--- config.mk ---
export PLATFORM = sky130hd
export DESIGN_NAME = btn_conditioner
export DESIGN_NICKNAME = d
export VERILOG_FILES = /design/src/rtl/btn_pkg.sv /design/src/rtl/btn_debounce_ch.sv /design/src/rtl/btn_conditioner.sv
export SDC_FILE = /design/constraint.sdc
export NUM_CORES = 1
export LEC_CHECK = 0
export ABC_AREA = 1
export BUFFER_PORTS_ARGS = -buffer_cell sky130_fd_sc_hd__clkbuf_2
export CORE_MARGIN = 2
export CORE_UTILIZATION = 40
export CTS_CLUSTER_SIZE = 14
export DETAILED_ROUTE_END_ITERATION = 10
export SLEW_MARGIN = 10
export SYNTH_ARGS = -nofsm -noshare
export SYNTH_HDL_FRONTEND = slang
export SYNTH_SLANG_ARGS = --single-unit
--- constraint.sdc ---
create_clock -name clk_50m -period 4.1 [get_ports clk_50m]
set_input_delay 0.41 -clock clk_50m [delete_from_list [all_inputs] [get_ports clk_50m]]
set_output_delay 0.41 -clock clk_50m [all_outputs]
set_load 0.005 [all_outputs]
--- src/rtl/btn_pkg.sv ---
// Shared definitions for the push-button conditioning path.
//   btn_state_e             : per-channel debounce FSM state encoding
//   BTN_UP/BTN_DOWN/BTN_CLR : channel roles that drive the press counter
//   DEBOUNCE_CYCLES_DEFAULT : 10 ms of stability at 50 MHz
package btn_pkg;

  typedef enum logic [1:0] {
    S_LOW       = 2'd0,
    S_WAIT_HIGH = 2'd1,
    S_HIGH      = 2'd2,
    S_WAIT_LOW  = 2'd3
  } btn_state_e;

  localparam int unsigned BTN_UP   = 0;
  localparam int unsigned BTN_DOWN = 1;
  localparam int unsigned BTN_CLR  = 2;

  localparam int unsigned DEBOUNCE_CYCLES_DEFAULT = 500000;

endpackage

--- src/rtl/btn_debounce_ch.sv ---
// One button channel: 2-flop synchroniser, debounce FSM with stability counter and,
// when built with AUTOREPEAT_EN defined, an auto-repeat timer for held buttons.
// Ports:
//   clk_50m   : system clock
//   rst_n     : asynchronous active-low reset
//   i_btn     : raw button level, asynchronous to clk_50m
//   i_bypass  : 1 = accept every change of the synchronised level immediately
//   o_level   : debounced level
//   o_press   : one-cycle pulse on an accepted rise (and on each repeat)
//   o_release : one-cycle pulse on an accepted fall
module btn_debounce_ch
  import btn_pkg::*;
#(
  parameter int unsigned DEBOUNCE_CYCLES = DEBOUNCE_CYCLES_DEFAULT,
  parameter int unsigned REPEAT_DELAY    = 25000000,
  parameter int unsigned REPEAT_PERIOD   = 5000000,
  parameter bit          REPEAT_EN       = 1'b0
) (
  input  logic clk_50m,
  input  logic rst_n,
  input  logic i_btn,
  input  logic i_bypass,
  output logic o_level,
  output logic o_press,
  output logic o_release
);

  localparam int unsigned CNT_W = (DEBOUNCE_CYCLES > 1) ? $clog2(DEBOUNCE_CYCLES) : 1;
  localparam logic [CNT_W-1:0] CNT_LAST = CNT_W'(DEBOUNCE_CYCLES - 1);
  localparam logic [CNT_W-1:0] CNT_ONE  = CNT_W'(1);

  logic             r_meta, r_sync;
  btn_state_e       r_state, w_state_d;
  logic [CNT_W-1:0] r_cnt, w_cnt_d, w_cnt_inc;
  logic             w_done;
  logic             r_press, r_release, w_press_d, w_release_d;
  logic             w_rep_fire;

  always_ff @(posedge clk_50m or negedge rst_n) begin
    if (!rst_n) begin
      r_meta <= 1'b0;
      r_sync <= 1'b0;
    end else begin
      r_meta <= i_btn;
      r_sync <= r_meta;
    end
  end

  // The sample that enters a WAIT state is the first stable one, so the
  // incremented count reaching DEBOUNCE_CYCLES-1 means DEBOUNCE_CYCLES samples.
  assign w_cnt_inc = r_cnt + CNT_ONE;
  assign w_done    = (w_cnt_inc == CNT_LAST);

  always_comb begin
    w_state_d   = r_state;
    w_cnt_d     = r_cnt;
    w_press_d   = 1'b0;
    w_release_d = 1'b0;
    unique case (r_state)
      S_LOW: begin
        if (r_sync) begin
          w_cnt_d = '0;
          if (i_bypass) begin
            w_state_d = S_HIGH;
            w_press_d = 1'b1;
          end else begin
            w_state_d = S_WAIT_HIGH;
          end
        end
      end
      S_WAIT_HIGH: begin
        if (!r_sync) begin
          w_state_d = S_LOW;
          w_cnt_d   = '0;
        end else if (i_bypass || w_done) begin
          w_state_d = S_HIGH;
          w_cnt_d   = '0;
          w_press_d = 1'b1;
        end else begin
          w_cnt_d = w_cnt_inc;
        end
      end
      S_HIGH: begin
        if (!r_sync) begin
          w_cnt_d = '0;
          if (i_bypass) begin
            w_state_d   = S_LOW;
            w_release_d = 1'b1;
          end else begin
            w_state_d = S_WAIT_LOW;
          end
        end
      end
      S_WAIT_LOW: begin
        if (r_sync) begin
          w_state_d = S_HIGH;
          w_cnt_d   = '0;
        end else if (i_bypass || w_done) begin
          w_state_d   = S_LOW;
          w_cnt_d     = '0;
          w_release_d = 1'b1;
        end else begin
          w_cnt_d = w_cnt_inc;
        end
      end
      default: begin
        w_state_d = S_LOW;
        w_cnt_d   = '0;
      end
    endcase
  end

`ifdef AUTOREPEAT_EN
  localparam int unsigned REP_MAX = (REPEAT_DELAY > REPEAT_PERIOD) ? REPEAT_DELAY : REPEAT_PERIOD;
  localparam int unsigned REP_W   = $clog2(REP_MAX + 1);
  localparam logic [REP_W-1:0] REP_DELAY_LAST  = REP_W'(REPEAT_DELAY - 1);
  localparam logic [REP_W-1:0] REP_PERIOD_LAST = REP_W'(REPEAT_PERIOD - 1);
  localparam logic [REP_W-1:0] REP_ONE         = REP_W'(1);

  logic [REP_W-1:0] r_rep_cnt, w_rep_cnt_d;
  logic             r_rep_first, w_rep_first_d;

  // Timer only runs while the channel sits in S_HIGH; any other cycle
  // (including re-entry from S_WAIT_LOW) restarts the initial delay.
  always_comb begin
    w_rep_cnt_d   = '0;
    w_rep_first_d = 1'b1;
    w_rep_fire    = 1'b0;
    if (REPEAT_EN && (r_state == S_HIGH) && (w_state_d == S_HIGH)) begin
      if (r_rep_cnt == (r_rep_first ? REP_DELAY_LAST : REP_PERIOD_LAST)) begin
        w_rep_fire    = 1'b1;
        w_rep_first_d = 1'b0;
      end else begin
        w_rep_cnt_d   = r_rep_cnt + REP_ONE;
        w_rep_first_d = r_rep_first;
      end
    end
  end

  always_ff @(posedge clk_50m or negedge rst_n) begin
    if (!rst_n) begin
      r_rep_cnt   <= '0;
      r_rep_first <= 1'b1;
    end else begin
      r_rep_cnt   <= w_rep_cnt_d;
      r_rep_first <= w_rep_first_d;
    end
  end
`else
  logic [31:0] w_unused_rep_cfg;
  assign w_unused_rep_cfg = REPEAT_DELAY ^ REPEAT_PERIOD ^ {31'd0, REPEAT_EN};
  assign w_rep_fire       = 1'b0;
`endif

  always_ff @(posedge clk_50m or negedge rst_n) begin
    if (!rst_n) begin
      r_state   <= S_LOW;
      r_cnt     <= '0;
      r_press   <= 1'b0;
      r_release <= 1'b0;
    end else begin
      r_state   <= w_state_d;
      r_cnt     <= w_cnt_d;
      r_press   <= w_press_d | w_rep_fire;
      r_release <= w_release_d;
    end
  end

  assign o_level   = (r_state == S_HIGH) || (r_state == S_WAIT_LOW);
  assign o_press   = r_press;
  assign o_release = r_release;

endmodule

--- src/rtl/btn_conditioner.sv ---
// Button input conditioning: per-channel synchronise + debounce with clean levels and
// press/release pulses, plus the up/down/clear press counter shown on the hex display.
// Optional build macro: AUTOREPEAT_EN enables auto-repeat presses on the up/down buttons.
// Ports:
//   clk_50m       : 50 MHz system clock
//   rst_n         : asynchronous active-low reset
//   btn_i         : raw button levels, active high, asynchronous
//   bypass_i      : 1 = skip debounce, use synchronised level directly
//   btn_level_o   : debounced levels
//   btn_press_o   : one-cycle pulse per accepted rise
//   btn_release_o : one-cycle pulse per accepted fall
//   counter_o     : press counter (btn[0] up, btn[1] down, btn[2] clear)
module btn_conditioner
  import btn_pkg::*;
#(
  parameter int unsigned N_BTN           = 5,
  parameter int unsigned DEBOUNCE_CYCLES = DEBOUNCE_CYCLES_DEFAULT,
  parameter int unsigned CNT_W           = 8,
  parameter int unsigned REPEAT_DELAY    = 25000000,
  parameter int unsigned REPEAT_PERIOD   = 5000000
) (
  input  logic             clk_50m,
  input  logic             rst_n,
  input  logic [N_BTN-1:0] btn_i,
  input  logic             bypass_i,
  output logic [N_BTN-1:0] btn_level_o,
  output logic [N_BTN-1:0] btn_press_o,
  output logic [N_BTN-1:0] btn_release_o,
  output logic [CNT_W-1:0] counter_o
);

  logic [CNT_W-1:0] r_counter;
  logic             w_up, w_down, w_clr;

  for (genvar g = 0; g < N_BTN; g++) begin : g_ch
    btn_debounce_ch #(
      .DEBOUNCE_CYCLES(DEBOUNCE_CYCLES),
      .REPEAT_DELAY   (REPEAT_DELAY),
      .REPEAT_PERIOD  (REPEAT_PERIOD),
      .REPEAT_EN      ((g == BTN_UP) || (g == BTN_DOWN))
    ) u_ch (
      .clk_50m  (clk_50m),
      .rst_n    (rst_n),
      .i_btn    (btn_i[g]),
      .i_bypass (bypass_i),
      .o_level  (btn_level_o[g]),
      .o_press  (btn_press_o[g]),
      .o_release(btn_release_o[g])
    );
  end

  assign w_up   = btn_press_o[BTN_UP];
  assign w_down = btn_press_o[BTN_DOWN];
  assign w_clr  = btn_press_o[BTN_CLR];

  always_ff @(posedge clk_50m or negedge rst_n) begin
    if (!rst_n) begin
      r_counter <= '0;
    end else if (w_clr) begin
      r_counter <= '0;
    end else if (w_up && w_down) begin
      r_counter <= r_counter;
    end else if (w_up) begin
      r_counter <= r_counter + CNT_W'(1);
    end else if (w_down) begin
      r_counter <= r_counter - CNT_W'(1);
    end
  end

  assign counter_o = r_counter;

endmodule

After elaboration in Yosys (flattened, before gate mapping):

Index checks and enable logic that the tools add are counted.

* add/sub/neg operators: 7
* equal/unequal tests: 41
* mux-type cells: 107
* reductions and logical operators: 28

Operators by type and width (number)
* $mux 19: 25
* $pmux 19 s4: 5
* $add 19x1->19 const B: 5
* $eq 19x19->1 const B: 5
* $mux 2: 32
* $pmux 2 s4: 5
* $mux 8: 4
* $mux 1: 26
* $eq 2x2->1 const B: 10
* $pmux 1 s2: 10
* $reduce_and 4->1: 5
* $ne 3x1->1 const B: 5
* $ne 3x3->1 const B: 5
* $ne 2x1->1 const B: 6
* $reduce_and 2->1: 6
* $eq 2x1->1 const B: 5
* $logic_not 2->1: 5
* $logic_or 1x1->1: 10
* $ne 2x2->1 const B: 5
* $add 8x1->8 const B: 1
* $sub 8x1->8 const B: 1
* $reduce_bool 3->1: 1
* $logic_and 1x1->1: 1

* flip-flop bits (word level): 133
* output and inout port bits: 23
* logic and storage cells: 214

Logic depth before layout (Yosys ltp):

Gate-level depths: netlist of the first run.

* depth after elaboration: 6
* mapped depth: 15

Modules after synthesis:

A second synthesis of the first run with hierarchy kept.

* cells, all modules: 1240
* area, all modules: 8794.7 sq um

By module, submodules not included
* btn_debounce_ch at g_ch[0].u_ch ...: times used 4, cells an instance 230, area an instance 1590.3 sq um, seq. area each 625.6 sq um
* btn_debounce_ch at g_ch[4].u_ch: times used 1, cells an instance 229, area an instance 1773.0 sq um, seq. area each 625.6 sq um
* btn_conditioner: times used 1, cells an instance 91, area an instance 660.6 sq um, seq. area each 200.2 sq um

Least setup slack after synthesis of the first run:

Ideal clock, no wire load.

* path kind: reg-to-reg
* from: register g_ch[2].u_ch.r_cnt[1]
* to: register g_ch[2].u_ch.r_state[0]
* arrival time: 1745 ps
* data required time: 3965 ps
* slack: 2220 ps
* stages on the path, launching flop included: 14
* period minus slack after synthesis: 1880 ps
* path through: dfrtp_1 ha_1 nand2_1 nor2_2 nand2_1 nor2_1 nand3_1 nand2_1 nand2_1 nor2_2 nand2_1 nand3_2 buf_4 o31ai_1

* longest elaborated chain between the ends: 5
* elaborated cells on any way between the ends: 6

Ends and longest elaborated chain
* start, declared: line btn_debounce_ch.sv:34 `logic [CNT_W-1:0] r_cnt, w_cnt_d, w_cnt_inc;`
* start signal, assigned: line btn_debounce_ch.sv:163 `r_cnt <= w_cnt_d;`
* $add 19x1->19 (*): line btn_debounce_ch.sv:51 `assign w_cnt_inc = r_cnt + CNT_ONE;`
* $eq 19x19->1 (*): line btn_debounce_ch.sv:52 `assign w_done = (w_cnt_inc == CNT_LAST);`
* $logic_or 1x1->1 (*): line btn_debounce_ch.sv:75, btn_debounce_ch.sv:98
* $ne 3x1->1 (no source line) or $ne 3x3->1 (tied branches)
* $reduce_and 4->1 (no source line) (*)
* end signal, assigned: line btn_debounce_ch.sv:162 `r_state <= w_state_d;`
* end, declared: line btn_debounce_ch.sv:33 `btn_state_e r_state, w_state_d;`

Every way passes the cells marked *; elsewhere a longest branch is shown, timed or not.
A chain may end at the register's enable or synchronous reset.

Final worst setup path of the first run:

* from: register g_ch[2].u_ch.r_cnt[1]
* to: register g_ch[2].u_ch.r_cnt[0]

* longest elaborated chain between the ends: 6
* elaborated cells on any way between the ends: 7

Ends and longest elaborated chain
* $add 19x1->19 (*): line btn_debounce_ch.sv:51
* $eq 19x19->1 (*): line btn_debounce_ch.sv:52
* $logic_or 1x1->1 (*): line btn_debounce_ch.sv:75, btn_debounce_ch.sv:98
* $mux 19 (*): line btn_debounce_ch.sv:75, btn_debounce_ch.sv:98
* $mux 19, on equally long branches: line btn_debounce_ch.sv:95, btn_debounce_ch.sv:72
* $pmux 19 s4 (*): line btn_debounce_ch.sv:59 `unique case (r_state)`

Marks and branches as above.

==> flow_summary.json, run 1 <==
{
  "outcome": "finished, final reports clean",
  "critical_path_required_ps": 4420,
  "yosysTopAreaCellShare": 0.396,
  "tritoncts": "built",
  "wl_met1_um": 9910,
  "final_cell_mix": "nand2_1, inv_1, nor2_1",
  "path_clk_slew_ps": 60,
  "critPathLaunchType": "flop",
  "routed-wl-met2_um": 8640,
  "cts.sinks": 133,
  "syn_to_final_growth_pct": 10.2,
  "skew_ps": 6.74,
  "end_kind": "flop",
  "highest_layer": "met4",
  "grt_first_pass_wirelength_um": 33000,
  "worst_pin_slew_ps": 868,
  "tns_ps": 0,
  "syn_avg_cell_area_sq_um": 7.00,
  "power_mw": 4.25,
  "pwr-share-clk": 0.371,
  "antenna_found_initial": 0,
  "grt_setup_unrepaired": "no",
  "cts_made_buffers": 17,
  "p_per_area_mw_per_mm2": 460,
  "synth_seq_area_share": 0.396,
  "clk_path_buf_depth": 2,
  "p_int_mw": 2.80,
  "wirelength_um": 19500,
  "syn_inst": 1200,
  "path_cells": "ha_1 -> nand2_1 -> nor2_2 -> nand2_1 -> nor2_2 -> nand2_1 -> nand2_1 -> nand2_1 -> nand2_1 -> nor2_2 -> nand2_1 -> nand3_2 -> o21ai_0",
  "switching_share": 0.341,
  "gp_congestion": 0.868,
  "synth_area_sq_mm": 0.00840,
  "wl_met3_um": 588,
  "core_sq_mm": 0.0208,
  "mostFrequentLayoutCell": "nand2_1",
  "cap_violations": 0,
  "first_global_vias": 6880,
  "critPathBufInv": 0,
  "hp-class": "in -> async",
  "root_buffer": "clkbuf_16",
  "share_comb_of_total_power": 0.252,
  "path_max_fanout": 22,
  "ys_seq_elements": 133,
  "grt_max_degree": 78,
  "netlist_top_cells_area": "dfrtp_1, nand2_1, inv_1",
  "vias": 7425,
  "place_ws_ps": 1660,
  "wl_per_cell_um": 13.0,
  "grtUsageTotal": 0.184,
  "worst_slack_ps": 1620,
  "layout-drive-gt1-share": 0.0900,
  "synth_top_cell_by_area": "dfrtp_1",
  "ioPinCount": 31,
  "setup_viol": 0,
  "cts-resized-gates": 0,
  "cts_setup_buffers": 0,
  "path_class": "reg -> reg",
  "ys.warnings.count": 0,
  "p_sw_mw": 1.45,
  "initial_core_util": 0.403,
  "finalCritPeriodShare": 0.604,
  "dp_hpwl_um": 14000,
  "crit_path_start": "g_ch[2].u_ch.r_cnt[1]",
  "clk_latency_ps": 420,
  "timing.fmax_ghz": 0.404,
  "ctsHoldBuffers": 0,
  "dr.pass1.iters": 5,
  "crit-reg2reg-launch": "g_ch[2].u_ch.r_cnt[1]",
  "p_seq_frac": 0.377,
  "cp_common_cell": "nand2_1",
  "io_buffers": 30,
  "crit_arrival_ps": 2800,
  "vias_per_cell": 4.96,
  "synth_nets": 1225,
  "drc": 0,
  "yosysUniqueCellTypes": 36,
  "dieArea_sq_mm": 0.0222,
  "diodes": 0,
  "relSlewSlack": 0.420,
  "cp_slowest_stage_delay_ps": 420,
  "critical-path-top-delay-family": "simple AND/OR/NAND/NOR gates",
  "htreeDepth": 4,
  "finalHoldViolCount": 0,
  "grt_overflow": 0,
  "fin_crit_ps": 2480,
  "die_y_um": 149,
  "fp-row-count": 53,
  "drv_slew": 0,
  "drt_iter0_drc": 459,
  "p_leak_nw": 3.90,
  "slowest_stage": "dfrtp_1",
  "peakVddDrop_mv": 0.239,
  "fp.dieW_um": 149,
  "postRouteAntennaNets": 0,
  "nNetsFinal": 1235
}
-- Yosys cell counts, drive strengths merged --
| cell type | number |
|---|---|
| a31oi | 1 |
| fa | 1 |
| xnor2 | 4 |
| o21ai | 48 |
| nor3 | 11 |
| o311ai | 1 |
| a21oi | 19 |
| nor2 | 161 |
| a21o | 1 |
| a211oi | 4 |
| xor2 | 9 |
| inv | 199 |
| nand4 | 27 |
| mux2i | 2 |
| a22o | 1 |
| o211ai | 1 |
| and2 | 4 |
| nand3b | 1 |
| ha | 16 |
| nand3 | 85 |
| nand2 | 343 |
| o22ai | 82 |
| clkbuf | 14 |
| o31ai | 3 |
| or2 | 2 |
| buf | 27 |
| dfrtp | 133 |
-- worst reg2reg max path: stages (launching register included) --
cell,delay (ps)
dfrtp_1,420
ha_1,270
nand2_1,110
nor2_2,150
nand2_1,150
nor2_2,150
nand2_1,70
nand2_1,60
nand2_1,60
nand2_1,70
nor2_2,40
nand2_1,80
nand3_2,400
o21ai_0,340
-- kinds of logic (layout without fill, tap and decap cells) --
family          Yosys count  in the layout  synth area share
buf+inv                 240            262             0.121
simple gates            634            634             0.329
fa+ha+maj                17             17            0.0262
compound gates          161            161             0.112
xor+xnor                 13             13            0.0136
flops                   133            133             0.396
mux                       2              2           0.00238
-- state kept, by name (all words and copies together), names as in the netlist --
| signal | flops |
|---|---|
| g_ch.u_ch.r_cnt | 95 |
| g_ch.u_ch.r_meta | 5 |
| counter_o | 8 |
| g_ch.u_ch.r_sync | 5 |
| g_ch.u_ch.r_state | 10 |
| g_ch.u_ch.o_press | 5 |
| g_ch.u_ch.o_release | 5 |
-- per-stage QoR --
stage / cell area [sq um] / hold WS, ps / utilization / instances
3_3_place_gp: 8640 / 335 / 0.415 / 1466
3_5_place_dp: 8640 / 335 / 0.415 / 1466
4_1_cts: 9250 / 46.9 / 0.444 / 1497
5_1_grt: 9250 / 72.4 / 0.444 / 1497
6_report: 9250 / 28.6 / 0.444 / 1497
2_1_floorplan: 8400 / 114 / - / 1200
-- per-layer routing --
metal  global-route usage  vias up
li1                     -     3865
met1                0.262     3435
met2                0.284      101
met3               0.0370       24
met4               0.0557        0
met5                    0        -
-- final timing paths --
path,depth (start not counted),slack (ps),to
worst max register to register,13,1620,g_ch[2].u_ch.r_cnt[0]
worst max-delay path,13,1620,g_ch[2].u_ch.r_cnt[0]
worst min-delay path,1,30,counter_o[4]
worst min register to register,0,350,g_ch[0].u_ch.r_sync
max in group asynchronous,2,3200,g_ch[0].u_ch.r_cnt[1]
min in group clk_50m,1,90,g_ch[4].u_ch.r_meta
-- area by class of cell --
cell class                 count  area [sq um]
sequential                   133          3330
clock inverter                 9           125
fill                        2152         11600
clock buffer                  22           484
tap                          275           344
timing repair buffer          32           171
multi-input combinational    827          4050
inverter                     199           747
-- power by group through the flow --
stage                     registers, mW  clock network, mW  logic (mW)
after floorplan                    1.59                  0       0.861
after global placement             1.63                  0        1.07
after detailed placement           1.63                  0        1.08
after CTS                          1.61               1.62        1.08
after global routing               1.63               1.67        1.23
final                              1.61               1.58        1.07
Note: power is estimated with default switching activity, not from simulation.
==> run 2, diff against run 1 <==
==> constraint.sdc (replaced) <==
create_clock -name clk_50m -period 2.1 [get_ports clk_50m]
set_input_delay 0.21 -clock clk_50m [delete_from_list [all_inputs] [get_ports clk_50m]]
set_output_delay 0.21 -clock clk_50m [all_outputs]
set_load 0.005 [all_outputs]
==> flow_summary.json, run 2 (synthesis results as in run 1) <==
{
  "nNetsFinal": 1301,
  "layout-drive-gt1-share": 0.235,
  "initial_core_util": 0.403,
  "relSlewSlack": 0.539,
  "grtUsageTotal": 0.188,
  "critPathBufInv": 2,
  "root_buffer": "clkbuf_16",
  "final_cell_count_no_fill": 1564,
  "clk_path_buf_depth": 2,
  "antenna_found_initial": 0,
  "largest-register": "g_ch.u_ch.r_cnt",
  "core_sq_mm": 0.0208,
  "grt_setup_unrepaired": "yes",
  "path_cells": "buf_6 -> nand2_4 -> nor2_4 -> nand3_2 -> nor2_1 -> nor2_1 -> nor2_1 -> nand2_1 -> nor2_4 -> nand2_2 -> nand3_4 -> clkbuf_16 -> o22ai_1",
  "htreeDepth": 4,
  "fp-row-count": 53,
  "worst_pin_slew_ps": 690,
  "fin_crit_ps": 2040,
  "dieArea_sq_mm": 0.0222,
  "wl_per_cell_um": 13.6,
  "cp_common_cell": "nor2_1",
  "final_cell_mix": "nand2_1, inv_1, dfrtp_1",
  "place_ws_ps": -52.2,
  "reg2reg_to": "g_ch[1].u_ch.r_cnt[15]",
  "crit_arrival_ps": 2320,
  "outcome": "finished, final reports clean",
  "timing.fmax_ghz": 0.491,
  "r2r_setup_slack_ps": 60,
  "path_clk_slew_ps": 60,
  "dp_cells": 1508,
  "hp-class": "in -> reg",
  "finalHoldViolCount": 0,
  "largest_register_ffs": 95,
  "hold_depth": 3,
  "cap_violations": 0,
  "skew_ps": 14.9,
  "drv_slew": 0,
  "end_kind": "flop",
  "slowest_stage": "dfrtp_1",
  "ioPinCount": 31,
  "path_max_fanout": 8,
  "reg2reg_depth": 13,
  "fp.dieW_um": 149,
  "wirelength_um": 21300,
  "grt_overflow": 0,
  "cts_made_buffers": 17,
  "clk_latency_ps": 420,
  "crit_end": "g_ch[1].u_ch.r_cnt[15]",
  "io_buffers": 30,
  "fin_util": 0.514,
  "first_global_vias": 6960,
  "gp_congestion": 0.869,
  "vias_per_cell": 4.98,
  "vias": 7796,
  "grt_max_degree": 48,
  "postRouteAntennaNets": 0,
  "cp.depth": 13,
  "p_leak_nw": 4.40,
  "tns_ps": 0,
  "dr.pass1.iters": 7,
  "grt_first_pass_wirelength_um": 33700,
  "finalCritPeriodShare": 0.970,
  "die_y_um": 149,
  "crit-reg2reg-launch": "g_ch[1].u_ch.r_cnt[1]",
  "drt_iter0_drc": 378,
  "crit_path_start": "g_ch[1].u_ch.r_cnt[1]",
  "setup_viol": 0,
  "worst_slack_ps": 62.1,
  "peakVddDrop_mv": 0.561,
  "power_mw": 8.89,
  "cp_slowest_stage_delay_ps": 400,
  "p_per_area_mw_per_mm2": 831,
  "dp_hpwl_um": 14700,
  "critical-path-top-delay-family": "simple AND/OR/NAND/NOR gates",
  "critPathLaunchType": "flop",
  "tritoncts": "built",
  "diodes": 0,
  "mostFrequentLayoutCell": "nand2_1",
  "drc": 0,
  "syn_to_final_growth_pct": 27.4,
  "path_class": "reg -> reg",
  "critical_path_required_ps": 2380,
  "fill_cells": 1965,
  "cts.sinks": 133
}
[run 2: changes by cell type in the layout (fill, tap and decap cells not counted), moves of 20 or more]
cell,before,now
o22ai_1,82,39
nand2_2,4,28
o22ai_2,0,41
nor2_4,5,25
nand2_1,338,310
nor2_1,137,99
buf_4,2,40
[run 2: worst reg2reg max path: stages (launching register included)]
cell       delay, ps
dfrtp_1          400
buf_6            140
nand2_4           50
nor2_4           180
nand3_2          130
nor2_1           120
nor2_1            40
nor2_1           130
nand2_1          100
nor2_4           140
nand2_2           90
nand3_4          140
clkbuf_16        180
o22ai_1           60
[run 2: cell type report]
type	count	area, sq um	share of cell area
Clock buffer	20	457	0.0427
Clock inverter	12	151	0.0142
Inverter	199	747	0.0698
Multi-Input combinational cell	827	4790	0.448
Sequential cell	133	3330	0.312
Tap cell	275	344	0.0322
Timing Repair Buffer	98	872	0.0815
[run 2: what timing repair did]
item,CTS,global route
pin swaps,2,53
buffers inserted,1,13
gates resized for setup,6,180
hold buffers,6,0
hold endpoints to repair,49,0
cloned,0,4
endpoints found under the setup margin,25,112
[run 2: worst min path at each step]
stage	start	endpoint	slack, ps
2_1_floorplan	rst_n	counter_o[0]	-90
3_3_place_gp	rst_n	g_ch[4].u_ch.r_cnt[0]	190
3_5_place_dp	rst_n	g_ch[4].u_ch.r_cnt[0]	190
4_1_cts	bypass_i	g_ch[1].u_ch.r_state[0]	240
5_1_grt	bypass_i	g_ch[1].u_ch.r_state[0]	270
6_report	bypass_i	g_ch[2].u_ch.r_state[0]	250
[run 2: report_power, final]
group          internal [mW]  switching (mW)  leakage, nW
clock network           1.93            1.17        0.297
registers               2.83           0.291         1.79
logic                  0.967            1.70         2.31
[run 2: routing by layer]
| layer | wire, um | track usage | vias to the layer above |
|---|---|---|---|
| met4 | 305 | 0.0510 | 0 |
| li1 | - | - | 4003 |
| met3 | 671 | 0.0367 | 21 |
| met1 | 10200 | 0.263 | 3661 |
| met5 | 0 | 0 | - |
| met2 | 10100 | 0.300 | 111 |
[run 2: through the flow]
stage | hold slack [ps] | area, sq um
final | 253 | 10700
after global routing | 265 | 10700
after CTS | 236 | 9730
after detailed placement | 191 | 9030
after global placement | 191 | 9030
after floorplan | -85.6 | 8400
